--- src/rtl/pipe_skid_reg_pkg.sv ---
`default_nettype none
// ============================================================================
//  Module      : pipe_pkg
//  Description : Shared definitions for the decode->execute skid register:
//                occupancy state encoding, control-bundle bit positions and
//                funct3 branch encodings.
//  Revision    : 1.0 - initial release
// ============================================================================
package pipe_pkg;

  // Occupancy state; the encoded value equals the number of held entries.
  typedef enum logic [1:0] {
    ST_EMPTY = 2'd0,
    ST_ONE   = 2'd1,
    ST_FULL  = 2'd2
  } state_e;

  // Control bundle layout: funct3 in the low bits, then jump and branch,
  // so the smallest legal bundle is 5 bits wide.
  localparam int CTRL_FUNCT3_LSB = 0;
  localparam int CTRL_JUMP_BIT   = 3;
  localparam int CTRL_BRANCH_BIT = 4;

  // Conditional-branch funct3 encodings.
  localparam logic [2:0] c_FUNCT3_BEQ  = 3'b000;
  localparam logic [2:0] c_FUNCT3_BNE  = 3'b001;
  localparam logic [2:0] c_FUNCT3_BLT  = 3'b100;
  localparam logic [2:0] c_FUNCT3_BGE  = 3'b101;
  localparam logic [2:0] c_FUNCT3_BLTU = 3'b110;
  localparam logic [2:0] c_FUNCT3_BGEU = 3'b111;

endpackage
`default_nettype wire

--- src/rtl/pipe_skid_reg_if.sv ---
`default_nettype none
// ============================================================================
//  Module      : pipe_skid_reg_if
//  Description : Valid/ready handshake bundle around the skid register:
//                upstream (in_*) and downstream (out_*) channels.
//  Revision    : 1.0 - initial release
// ============================================================================
interface pipe_skid_reg_if #(
  parameter int DATA_W = 160,
  parameter int CTRL_W = 16
) ();

  logic              in_valid;
  logic              in_ready;
  logic [CTRL_W-1:0] in_ctrl;
  logic [DATA_W-1:0] in_data;
  logic              out_valid;
  logic              out_ready;
  logic [CTRL_W-1:0] out_ctrl;
  logic [DATA_W-1:0] out_data;

  // Environment side: drives the upstream entry, consumes the head.
  modport master (
    output in_valid, in_ctrl, in_data, out_ready,
    input  in_ready, out_valid, out_ctrl, out_data
  );

  // Stage side: accepts upstream entries, presents the head.
  modport slave (
    input  in_valid, in_ctrl, in_data, out_ready,
    output in_ready, out_valid, out_ctrl, out_data
  );

endinterface
`default_nettype wire

--- src/rtl/pipe_skid_reg_branch_cond.sv ---
`default_nettype none
// ============================================================================
//  Module      : branch_cond
//  Description : Combinational branch-taken decision from funct3 and the
//                ALU compare flags. Non-branch encodings never take.
//  Revision    : 1.0 - initial release
// ============================================================================
module branch_cond
  import pipe_pkg::*;
(
  input  logic [2:0] funct3,
  input  logic       zero,
  input  logic       lt,
  input  logic       ltu,
  output logic       take
);

  // Select the flag (or its inverse) that the branch type tests.
  always_comb begin
    take = 1'b0;
    case (funct3)
      c_FUNCT3_BEQ:  take = zero;
      c_FUNCT3_BNE:  take = ~zero;
      c_FUNCT3_BLT:  take = lt;
      c_FUNCT3_BGE:  take = ~lt;
      c_FUNCT3_BLTU: take = ltu;
      c_FUNCT3_BGEU: take = ~ltu;
      default:       take = 1'b0;
    endcase
  end

endmodule
`default_nettype wire

--- src/rtl/pipe_skid_reg.sv ---
`default_nettype none
// ============================================================================
//  Module      : pipe_skid_reg
//  Description : Two-entry decode->execute skid register (main + skid) with
//                registered in_ready, flush bubble insertion and branch/jump
//                redirect (pc_src) computed from the head entry.
//  Revision    : 1.0 - initial release
// ============================================================================
module pipe_skid_reg
  import pipe_pkg::*;
#(
  parameter int DATA_W = 160,
  parameter int CTRL_W = 16   // must be >= 5 to hold funct3, jump, branch
) (
  input  logic               clk,
  input  logic               rst,
  input  logic               flush,
  pipe_skid_reg_if.slave     bus,
  input  logic               zero_e,
  input  logic               lt_e,
  input  logic               ltu_e,
  output logic               pc_src,
  output logic [1:0]         occupancy
);

  state_e            r_state;
  state_e            w_state_nxt;
  logic              r_in_ready;
  logic [CTRL_W-1:0] r_main_ctrl;
  logic [DATA_W-1:0] r_main_data;
  logic [CTRL_W-1:0] r_skid_ctrl;
  logic [DATA_W-1:0] r_skid_data;

  logic              w_out_valid;
  logic [1:0]        w_occupancy;
  logic              w_in_fire;
  logic              w_out_fire;
  logic              w_main_from_in;
  logic              w_main_from_skid;
  logic              w_skid_from_in;
  logic              w_take;

  assign w_in_fire  = bus.in_valid & r_in_ready;
  assign w_out_fire = w_out_valid & bus.out_ready;

  // State register; reset dominates everything else.
  always_ff @(posedge clk) begin
    if (rst) r_state <= ST_EMPTY;
    else     r_state <= w_state_nxt;
  end

  // Next occupancy state: flush empties the stage, otherwise follow handshakes.
  always_comb begin
    w_state_nxt = r_state;
    if (flush) begin
      w_state_nxt = ST_EMPTY;
    end else begin
      case (r_state)
        ST_EMPTY: if (w_in_fire) w_state_nxt = ST_ONE;
        ST_ONE: begin
          if (w_in_fire && !w_out_fire)      w_state_nxt = ST_FULL;
          else if (!w_in_fire && w_out_fire) w_state_nxt = ST_EMPTY;
        end
        ST_FULL:  if (w_out_fire) w_state_nxt = ST_ONE;
        default:  w_state_nxt = ST_EMPTY;
      endcase
    end
  end

  // State-decoded outputs and entry-load strobes (loads suppressed on flush).
  always_comb begin
    w_out_valid      = 1'b0;
    w_occupancy      = 2'd0;
    w_main_from_in   = 1'b0;
    w_main_from_skid = 1'b0;
    w_skid_from_in   = 1'b0;
    case (r_state)
      ST_EMPTY: begin
        w_main_from_in = w_in_fire & ~flush;
      end
      ST_ONE: begin
        w_out_valid    = 1'b1;
        w_occupancy    = 2'd1;
        w_main_from_in = w_in_fire & w_out_fire & ~flush;
        w_skid_from_in = w_in_fire & ~w_out_fire & ~flush;
      end
      ST_FULL: begin
        w_out_valid      = 1'b1;
        w_occupancy      = 2'd2;
        w_main_from_skid = w_out_fire & ~flush;
      end
      default: begin
        w_out_valid = 1'b0;
      end
    endcase
  end

  // in_ready is registered so it carries no combinational path from out_ready.
  always_ff @(posedge clk) begin
    if (rst) r_in_ready <= 1'b1;
    else     r_in_ready <= (w_state_nxt != ST_FULL);
  end

  // Entry storage: flush zeroes control only, payload is left in place.
  always_ff @(posedge clk) begin
    if (rst) begin
      r_main_ctrl <= '0;
      r_main_data <= '0;
      r_skid_ctrl <= '0;
      r_skid_data <= '0;
    end else if (flush) begin
      r_main_ctrl <= '0;
      r_skid_ctrl <= '0;
    end else begin
      if (w_main_from_in) begin
        r_main_ctrl <= bus.in_ctrl;
        r_main_data <= bus.in_data;
      end else if (w_main_from_skid) begin
        r_main_ctrl <= r_skid_ctrl;
        r_main_data <= r_skid_data;
      end
      if (w_skid_from_in) begin
        r_skid_ctrl <= bus.in_ctrl;
        r_skid_data <= bus.in_data;
      end
    end
  end

  branch_cond u_branch_cond (
    .funct3 (r_main_ctrl[CTRL_FUNCT3_LSB +: 3]),
    .zero   (zero_e),
    .lt     (lt_e),
    .ltu    (ltu_e),
    .take   (w_take)
  );

  assign bus.in_ready  = r_in_ready;
  assign bus.out_valid = w_out_valid;
  assign bus.out_ctrl  = r_main_ctrl;
  assign bus.out_data  = r_main_data;
  assign occupancy     = w_occupancy;

  // Redirect only for a live head; stale control in an empty stage is ignored.
  assign pc_src = w_out_valid &
                  (r_main_ctrl[CTRL_JUMP_BIT] | (r_main_ctrl[CTRL_BRANCH_BIT] & w_take));

endmodule
`default_nettype wire

--- src/flat_wrapper.sv ---
// flat-port wrapper written by rule: the top's interface ports become plain ports
module pipe_skid_reg_flat import pipe_pkg::*;
#(
  parameter int DATA_W = 160,
  parameter int CTRL_W = 16                                               
)
  (clk, rst, flush, zero_e, lt_e, ltu_e, pc_src, occupancy, bus_in_valid, bus_in_ctrl, bus_in_data, bus_out_ready, bus_in_ready, bus_out_valid, bus_out_ctrl, bus_out_data);
  pipe_skid_reg_if #(.DATA_W(DATA_W), .CTRL_W(CTRL_W)) bus_i ();
  input  logic clk;
  input  logic rst;
  input  logic flush;
  input  logic zero_e;
  input  logic lt_e;
  input  logic ltu_e;
  output logic pc_src;
  output logic [1:0] occupancy;
  input wire logic [$bits(bus_i.in_valid)-1:0] bus_in_valid;
  input wire logic [$bits(bus_i.in_ctrl)-1:0] bus_in_ctrl;
  input wire logic [$bits(bus_i.in_data)-1:0] bus_in_data;
  input wire logic [$bits(bus_i.out_ready)-1:0] bus_out_ready;
  output wire logic [$bits(bus_i.in_ready)-1:0] bus_in_ready;
  output wire logic [$bits(bus_i.out_valid)-1:0] bus_out_valid;
  output wire logic [$bits(bus_i.out_ctrl)-1:0] bus_out_ctrl;
  output wire logic [$bits(bus_i.out_data)-1:0] bus_out_data;
  assign bus_i.in_valid = bus_in_valid;
  assign bus_i.in_ctrl = bus_in_ctrl;
  assign bus_i.in_data = bus_in_data;
  assign bus_i.out_ready = bus_out_ready;
  assign bus_in_ready = bus_i.in_ready;
  assign bus_out_valid = bus_i.out_valid;
  assign bus_out_ctrl = bus_i.out_ctrl;
  assign bus_out_data = bus_i.out_data;
  pipe_skid_reg #(.DATA_W(DATA_W), .CTRL_W(CTRL_W)) u_core (.clk(clk), .rst(rst), .flush(flush), .bus(bus_i), .zero_e(zero_e), .lt_e(lt_e), .ltu_e(ltu_e), .pc_src(pc_src), .occupancy(occupancy));
endmodule
--- config.mk ---
export PLATFORM = sky130hd
export DESIGN_NAME = pipe_skid_reg_flat
export DESIGN_NICKNAME = d
export VERILOG_FILES = /design/src/rtl/pipe_skid_reg_pkg.sv /design/src/rtl/pipe_skid_reg_if.sv /design/src/rtl/pipe_skid_reg_branch_cond.sv /design/src/rtl/pipe_skid_reg.sv /design/src/flat_wrapper.sv
export SDC_FILE = /design/constraint.sdc
export NUM_CORES = 1
export LEC_CHECK = 0
export CAP_MARGIN = 10
export CORE_AREA = 2 2 183 185
export CTS_CLUSTER_DIAMETER = 120
export DETAILED_ROUTE_END_ITERATION = 6
export DIE_AREA = 0 0 185 187
export HOLD_SLACK_MARGIN = 0.15
export PLACE_DENSITY = 0.73
export SYNTH_ARGS = -nofsm -noshare
export SYNTH_HDL_FRONTEND = slang
export SYNTH_SLANG_ARGS = --single-unit
export TNS_END_PERCENT = 10
--- constraint.sdc ---
create_clock -name clk -period 2.5 [get_ports clk]
set_clock_uncertainty 0.2 [all_clocks]
set_input_delay 0.375 -clock clk [delete_from_list [all_inputs] [get_ports clk]]
set_output_delay 0.375 -clock clk [all_outputs]
set_load 0.01 [all_outputs]
### Yosys cells after proc, flatten, opt, wreduce, memory -nomap -nowiden

Cells that the tools add are included.

| storage, ports and cells | value |
|---|---|
| flip-flop bits (word level) | 355 |
| bits in latches | 0 |
| RAM bits | 0 |
| memory bits (read-only) | 0 |
| output and inout port bits | 181 |
| word-level logic and storage cells | 57 |
| memories kept | 0 |

| operators by class | value |
|---|---|
| $add $sub $neg | 0 |
| multipliers | 0 |
| divide/modulo/power cells | 0 |
| magnitude comparators | 0 |
| equal/unequal tests | 8 |
| shift-type cells | 0 |
| muxes and demuxes | 16 |
| bitwise operators | 16 |
| reductions and logical operators | 11 |

Operator list:

| cell | count |
|---|---|
| 160-bit 2-to-1 mux | 2 |
| 16-bit 2-to-1 mux | 2 |
| 3-bit == test, second input constant | 4 |
| 1-bit bitwise AND | 10 |
| 2-bit 2-to-1 mux | 5 |
| 1-bit case mux with 6 select lines | 1 |
| 2-bit case mux with 3 select lines | 1 |
| 1-bit inverter | 5 |
| 2-bit case mux with 2 select lines | 1 |
| 2-bit AND reduction | 2 |
| 2-bit OR reduction | 2 |
| 3-bit by 1-bit == test with 1-bit output, second input constant | 1 |
| 3-bit logical NOT | 1 |
| 1-bit 2-to-1 mux | 3 |
| 2-bit by 1-bit == test with 1-bit output, second input constant | 1 |
| 2-bit == test, second input constant | 1 |
| 1-bit logical AND | 2 |
| 1-bit logical NOT | 2 |
| 2-bit logical NOT | 1 |
| 2-bit inequality test, second input constant | 1 |
| 1-bit case mux with 2 select lines | 1 |
| 2-bit nonzero test | 1 |
| 1-bit bitwise OR | 1 |

### Longest topological paths before layout

Gate-level depths: netlist of the first run.

| logic depth | value |
|---|---|
| depth after elaboration | 10 |
| depth in mapped cells | 9 |
| mapped depth without buffers | 6 |

### Cells and area by module

A second synthesis of the first run with hierarchy kept.

| second synthesis, totals | value |
|---|---|
| cells, all modules | 1583 |
| area total of the unflattened synthesis | 14963.1 µm² |

By module, submodules not included:

| module | times used | cells each | area each (µm²) | seq. area each (µm²) |
|---|---|---|---|---|
| pipe_skid_reg | 1 | 1578 | 14923.1 | 7106.8 |
| branch_cond | 1 | 5 | 40.0 | 0.0 |

### Least setup slack after synthesis of the first run

OpenSTA, ideal clock, no wires.

| timing path | value |
|---|---|
| path kind | reg2reg |
| start | register u_core.r_state[0] |
| end | register u_core.r_main_data[65] (netlist: u_core.bus.out_data[65]) |
| arrival time | 1.876 ns |
| required time | 2.158 ns |
| path slack | 0.282 ns |
| stages on the path, launching flop included | 9 |
| buffers on the path | 3 |
| clock period less this slack | 2.218 ns |
| path through | dfxtp_1 -> inv_1 -> ha_1 -> and3_1 -> o21ai_1 -> buf_4 -> buf_2 -> clkbuf_1 -> a311oi_1 |

| on the way | value |
|---|---|
| cells in the longest elaborated chain, start to end | 9 |
| elaborated cells between the ends (all ways) | 14 |
| classes of those cells | eq/ne (2); mux (4); bitwise (4); reduce/logical (4) |

Ends and longest elaborated chain:

| item | RTL line | source |
|---|---|---|
| start: declaration | pipe_skid_reg.sv:26 | `state_e r_state;` |
| start signal: assignment | pipe_skid_reg.sv:49 | `else r_state <= w_state_nxt;` |
| 2-bit == test / 2-bit by 1-bit == test with 1-bit output (equally long branches) | pipe_skid_reg.sv:77 | `case (r_state)` |
| 2-bit OR reduction (no source line) * | n/a |  |
| 1-bit 2-to-1 mux * | pipe_skid_reg.sv:77 |  |
| via bus_out_valid | flat_wrapper.sv:22 | `output wire logic [$bits(bus_i.out_valid)-1:0] bus_out_valid;` |
| 1-bit bitwise AND * | pipe_skid_reg.sv:44 | `assign w_out_fire = w_out_valid & bus.out_ready;` |
| 1-bit bitwise AND (2 in a row) | pipe_skid_reg.sv:84 | `w_main_from_in = w_in_fire & w_out_fire & ~flush;` |
| 1-bit case mux with 2 select lines | pipe_skid_reg.sv:77 |  |
| 2-bit nonzero test (no source line) | n/a |  |
| 2-bit AND reduction (no source line) | n/a |  |
| end signal: assignment | pipe_skid_reg.sv:117 | `r_main_data <= bus.in_data;` |
| end signal: assignment | pipe_skid_reg.sv:120 | `r_main_data <= r_skid_data;` |
| end: declaration | pipe_skid_reg.sv:30 | `logic [DATA_W-1:0] r_main_data;` |

Mark *: on every way through the listed nets, which the timed path passes. The rest lies on a longest branch.
A chain may end at the register's enable or synchronous reset.

### Worst setup path after layout of the first run

| timing path | value |
|---|---|
| start | register u_core.r_state[1] |
| end | output occupancy[0] |

| on the way | value |
|---|---|
| cells in the longest elaborated chain, start to end | 2 |
| elaborated cells between the ends (all ways) | 3 |
| classes of those cells | eq/ne (2); mux (1) |

Ends and longest elaborated chain:

| item | RTL line | source |
|---|---|---|
| 2-bit == test / 2-bit by 1-bit == test with 1-bit output (equally long branches) | pipe_skid_reg.sv:77 |  |
| 2-bit case mux with 2 select lines * | pipe_skid_reg.sv:77 |  |
| end: declaration | flat_wrapper.sv:16 | `output logic [1:0] occupancy;` |

Mark *: on every way between the ends. The rest lies on a longest branch, timed or not.

==> results.json, run 1 <==
{
  "worst_slack_ns": 0.0799,
  "cts_max_level": 2,
  "comb_power_share_pct": 11.8,
  "ys_top_cells_by_area": "dfxtp_1 (51%), nand2_1 (19%), a311oi_1 (10%)",
  "synth_top_family_by_area": "simple AND/OR/NAND/NOR gates",
  "synthXorXnorAreaFrac_pct": 0.126,
  "p_seq_share_pct": 46.3,
  "routabilityCongestion": 0.809,
  "yosysWarnings": 0,
  "syn2layout_area_growth_pct": 38.7,
  "ant_nets": 0,
  "synth_seq_area_share_pct": 51.2,
  "reg2reg_slack_ns": 0.17,
  "hold_end": "u_core.r_skid_ctrl[7]$_SDFFE_PP0P_",
  "ys_types": 30,
  "reg2regPathDepth": 7,
  "status": "complete, no violations",
  "p_int_uw": 9970,
  "antenna_found_initial": 0,
  "final_common_cell": "nand2_1",
  "synth_area_per_cell_um2": 7.77,
  "worst_hold_slack_ns": 0.232,
  "worstPathCellList": "inv_1, ha_2, clkdlybuf4s50_1",
  "dieWidth_um": 185,
  "start_util_pct": 42.2,
  "final_cell_mix": "nand2_1 (710), clkdlybuf4s50_1 (361), dfxtp_1 (352)",
  "fp.coreArea_um2": 32900,
  "syn_nets": 1976,
  "hold_class": "in -> reg",
  "reg2reg_from": "u_core.r_state[0]$_SDFF_PP0_",
  "cts_tree": "yes",
  "synth_mux_area_share_pct": 0.0721,
  "nets": 2270,
  "slew_viol_final": 0,
  "grt_start_max_net_pins": 159,
  "ir_drop_mv": 0.421,
  "period_needed_ns": 2.42,
  "fmaxAchievable_ghz": 0.413,
  "p_sw_uw": 3080,
  "mappedNetlistArea_um2": 13900,
  "io_pins": 365,
  "tightestPinTransition_ns": 0.835,
  "vias": 13517,
  "synth_top_area_share_pct": 51.2,
  "cp-start-kind": "register",
  "clock_latency_ns": 0.51,
  "critPathArrivalTime_ns": 1.85,
  "dp.cells": 2488,
  "tns_ns": 0,
  "drv_cap": 0,
  "cts.clk_slew.worst_paths_ns": 0.06,
  "post-dp-hpwl_mm": 26.2,
  "place_area_um2": 18000,
  "setup_viol": 0,
  "grt_pass1_vias": 12896,
  "power_density_nw_per_um2": 678,
  "grt_usage_pct": 23.2,
  "dpl_worst_slack_ns": -0.0171,
  "cts_root_buf": "clkbuf_16",
  "dieArea_um2": 34600,
  "detail_route.drc_violations": 0,
  "r2r-end": "u_core.bus.out_data[111]$_SDFFE_PP0P_",
  "synth_compound_area_share_pct": 18.3,
  "post-route-cell-area_um2": 19300,
  "synthAdderAreaFrac_pct": 0.451,
  "die_y_um": 187,
  "ys_ff_latch": 355,
  "yosys.area.top_type": "dfxtp_1",
  "overflow": 0,
  "drt_first_pass_iters": 5,
  "p_leak_uw": 0.00652,
  "slew_headroom_pct": 44.3,
  "cp_max_fo": 8,
  "whs_path_depth": 3,
  "post_drt_wl_per_cell_um": 16.2,
  "p_sw_share_pct": 23.6,
  "cp.required_ns": 1.92,
  "num_rows": 67,
  "crit_type": "reg -> out",
  "cts_setup_buffers": 0,
  "final_cells": 2556,
  "crit_path_end_kind": "primary output",
  "cts.sinks": 355,
  "wl_mm": 41.5,
  "synth-simple-area-share_pct": 24.2,
  "cts_buffers": 38,
  "final-hold-violation-count": 0,
  "layout-drive-gt1-share_pct": 5.60,
  "cpPeakStageDelay_ns": 0.61,
  "fin_crit_sh_pct": 96.8,
  "port_buffers": 364,
  "rsz0062_at_grt": "true",
  "hold_start": "bus_in_ctrl[7]",
  "clockBufferDepth": 3,
  "grt_pass1_wl_mm": 66.1,
  "syn_inst": 1787,
  "crit_slowest_cell": "clkdlybuf4s50_1",
  "antenna_cells": 0,
  "pwr-share-clk_pct": 42.0,
  "drtIter0Drc": 1070,
  "vias_per_cell": 5.29
}
how the worst max path moves through the flow:
stage                                            end                    startpoint  cells after the start
3_3_place_gp                                  pc_src                         ltu_e                      6
5_1_grt                                 occupancy[0]  u_core.r_state[1]$_SDFF_PP0_                      3
3_5_place_dp   u_core.bus.out_data[140]$_SDFFE_PP0P_  u_core.r_state[0]$_SDFF_PP0_                      7
4_1_cts                                bus_out_valid  u_core.r_state[0]$_SDFF_PP0_                      3
6_report                                occupancy[0]  u_core.r_state[1]$_SDFF_PP0_                      3
2_1_floorplan   u_core.bus.out_data[65]$_SDFFE_PP0P_  u_core.r_state[0]$_SDFF_PP0_                      8
stage by stage:
stage	power, µW	util [%]
3_3_place_gp	7660	54.8
4_1_cts	13200	58.6
2_1_floorplan	6740	-
5_1_grt	13500	58.6
3_5_place_dp	7690	54.8
6_report	13100	58.6
cells in the mapped netlist:
library cell  instances
nand2_1             710
o21ai_1               1
ha_1                  5
nor2b_1               1
nand3_1               3
nor2_2                1
xnor2_1               2
a21oi_1             178
nor2_1              163
nand4_1               1
a31oi_1              17
a22oi_1               1
and2_1                1
buf_1                 3
a311oi_1            160
dfxtp_1             355
and3_1                2
buf_2                63
or2_2                 2
a22o_1                1
mux2i_1               1
and3b_1               1
inv_1                 2
buf_4                 8
a2111oi_2             1
nor3_1                1
clkbuf_1             71
nand3_2               1
o21ai_0              20
buf_6                11
cell type report:
cell class / instances / area, µm²
multi-input combinational: 1274 / 6040
sequential: 355 / 7110
tap: 448 / 561
clock buffer: 57 / 1180
fill: 2887 / 13600
timing repair buffer: 410 / 4310
inverter: 2 / 7.51
clock inverter: 10 / 52.6
sequential cells by signal, summed over array words and instances, names as in the netlist:
signal / flops
u_core.r_skid_data: 160
u_core.r_state: 2
u_core.r_skid_ctrl: 16
u_core.bus.out_ctrl: 16
u_core.bus.in_ready: 1
u_core.bus.out_data: 160
cells by family after synthesis:
| kind of cell | count (synthesis) |
|---|---|
| flops | 355 |
| fa+ha+maj | 5 |
| mux | 1 |
| compound gates | 379 |
| buf+inv | 158 |
| simple gates | 887 |
| xor+xnor | 2 |
what timing repair did:
item	CTS	global route
hold endpoints to repair	24	0
pin swaps	0	0
gates resized for setup	7	1
endpoints found under the setup margin	7	2
hold buffers	1	0
power by group through the flow:
stage                     Sequential (µW)  Clock (µW)  Combinational (µW)
after floorplan                      6220           0                 521
after global placement               6160           0                1500
after detailed placement             6160           0                1530
after CTS                            6040        5580                1540
after global routing                 6060        5800                1670
final                                6040        5480                1540
critical path, delay by kind of cell, from the launching register on:
family     cells  cell delay, ns
buf+inv        2            0.72
flops          1            0.31
fa+ha+maj      1            0.30
routing by layer:
metal | part of all wire [%] | GRT usage [%] | vias to the layer above
met4 | 3.2 | 7.72 | 0
met1 | 42 | 29.5 | 6365
li1 | - | - | 6595
met3 | 8.6 | 6.50 | 83
met5 | 0 | 0 | -
met2 | 47 | 37.7 | 474
No activity file was read; power rests on OpenSTA's default activity.
==> inputs of run 2 (changes only) <==
Settings changed: GPL_TIMING_DRIVEN from default to 1.
==> results of run 2 <==
Final layout, timing and power as in run 1 (identical DEF).
==> inputs of run 3 (changes only) <==
Settings changed: PLACE_DENSITY 0.73 to 0.72, TNS_END_PERCENT 10 to 30.
==> run 3 against run 2 <==
Effect of this change:
- cell area is 0.69% higher
- sequential power about the same
- total power rose by 3.2%
- via count up 0.29%
- worst hold slack improved by 0.0035 ns
- clock power is 7.7% higher
- largest power group unchanged
- count of clock-buffer cells in the layout increased by 1
- highest routed layer unchanged
- non-clock buffer count grew 3
- utilization rose by 0.40 points
- final cell count grew 0.12%
- die area did not move
- register-to-register slack better by 0.06 ns
==> results.json, run 3 (synthesized netlist as in run 1, its figures left out) <==
{
  "num_rows": 67,
  "post_drt_wl_per_cell_um": 16.2,
  "start_util_pct": 42.2,
  "ant_nets": 0,
  "layout-drive-gt1-share_pct": 5.54,
  "cp.required_ns": 1.92,
  "die_y_um": 187,
  "grt_start_max_net_pins": 161,
  "cp_max_fo": 8,
  "grt_usage_pct": 23.0,
  "critPathArrivalTime_ns": 1.86,
  "drt_first_pass_iters": 5,
  "dieWidth_um": 185,
  "grt_pass1_wl_mm": 65.7,
  "vias": 13556,
  "cp-start-kind": "register",
  "port_buffers": 364,
  "cts.clk_slew.worst_paths_ns": 0.06,
  "wl_mm": 41.5,
  "period_needed_ns": 2.43,
  "tns_ns": 0,
  "routabilityCongestion": 0.807,
  "power_uw": 13500,
  "slew_headroom_pct": 51.3,
  "dieArea_um2": 34600,
  "crit_type": "reg -> out",
  "cts_setup_buffers": 0,
  "cts_tree": "yes",
  "multiInputGateArea_um2": 6040,
  "fmaxAchievable_ghz": 0.411,
  "post-dp-hpwl_mm": 26.7,
  "detail_route.drc_violations": 0,
  "io_pins": 365,
  "nets": 2273,
  "antenna_cells": 0,
  "cts_max_level": 2,
  "rsz0062_at_grt": "false",
  "fillers": 2961,
  "p_leak_uw": 0.00656,
  "post-route-cell-area_um2": 19400,
  "final_common_cell": "nand2_1",
  "syn2layout_area_growth_pct": 39.7,
  "setup_viol": 0,
  "place_area_um2": 18000,
  "ir_drop_mv": 0.480,
  "cts_root_buf": "clkbuf_16",
  "vias_per_cell": 5.30,
  "clockBufferDepth": 3,
  "drv_cap": 0,
  "final_cell_mix": "nand2_1 (710), clkdlybuf4s50_1 (361), dfxtp_1 (355)",
  "fp.coreArea_um2": 32900,
  "drtIter0Drc": 1127,
  "area.sequential_um2": 7110,
  "fin_crit_sh_pct": 97.3,
  "clock_latency_ns": 0.51,
  "cts.sinks": 355,
  "status": "complete, no violations",
  "tightestPinTransition_ns": 0.730,
  "final-hold-violation-count": 0,
  "overflow": 0,
  "hold_class": "in -> reg",
  "antenna_found_initial": 0,
  "crit_path_end_kind": "primary output",
  "grt_pass1_vias": 12819,
  "cts_buffers": 38,
  "power_density_nw_per_um2": 695,
  "slew_viol_final": 0
}
==> run 3: cell count changes in the layout (fill, tap and decap cells not counted), moves of 2 or more <==
cell and delta:
dfxtp_1 +3, bufinv_16 +4, buf_4 +2, clkinv_2 -6, inv_6 +2, dfxtp_2 -3
==> run 3: power by group <==
| part | leakage [µW] | switching (µW) | internal (µW) |
|---|---|---|---|
| logic | 0.00301 | 704 | 825 |
| clock network | 0.000657 | 2230 | 3670 |
| registers | 0.00289 | 151 | 5900 |
| total | 0.00656 | 3090 | 10400 |
==> run 3: final timing paths <==
path | startpoint | endpoint | slack [ns] | cells after the start
setup / recovery | u_core.r_state[1]$_SDFF_PP0_ | bus_out_valid | 0.07 | 3
hold / removal | bus_in_data[132] | u_core.r_skid_data[132]$_SDFFE_PP0P_ | 0.24 | 3
setup reg to reg | u_core.r_state[0]$_SDFF_PP0_ | u_core.bus.out_data[29]$_SDFFE_PP0P_ | 0.23 | 8
hold reg to reg | u_core.r_skid_data[51]$_SDFFE_PP0P_ | u_core.r_skid_data[51]$_SDFFE_PP0P_ | 0.25 | 2
==> run 3: repair_timing <==
item | 4_1_cts | 5_1_grt
endpoints found under the hold margin | 41 | 0
hold buffers | 1 | 0
endpoints found under the setup margin | 3 | 1
resized for setup | 5 | 1
==> run 3: area by class of cell <==
| class | count | share of cell area (%) |
|---|---|---|
| Clock buffer | 58 | 6.09 |
| Clock inverter | 9 | 0.787 |
| Inverter | 2 | 0.0387 |
| Multi-Input combinational cell | 1274 | 31.1 |
| Sequential cell | 355 | 36.7 |
| Tap cell | 448 | 2.89 |
| Timing Repair Buffer | 413 | 22.4 |
==> run 3: layer usage <==
metal  up-vias  global-route usage [%]  share of wire [%]
met1      6373                    29.2                 41
met5         -                       0                  0
met3        86                    5.55                7.8
met4         0                    8.12                3.4
li1       6587                       -                  -
met2       510                    38.2                 47
==> run 3: per-stage QoR <==
step	utilization (%)	cells	hold slack (ns)	setup WS, ns
finish	59.0	2559	0.236	0.0671
global route	59.0	2559	0.221	0.00116
CTS	59.0	2559	0.217	0.0376
detailed placement	54.9	2491	0.247	0.0335
global placement	54.9	2491	0.241	-0.00218
floorplan	-	1787	0.237	0.282
==> run 3: worst max-delay path, cell delays in order (launching register included) <==
cell,delay (ns)
dfxtp_1,0.33
inv_1,0.09
ha_4,0.33
clkdlybuf4s50_1,0.59
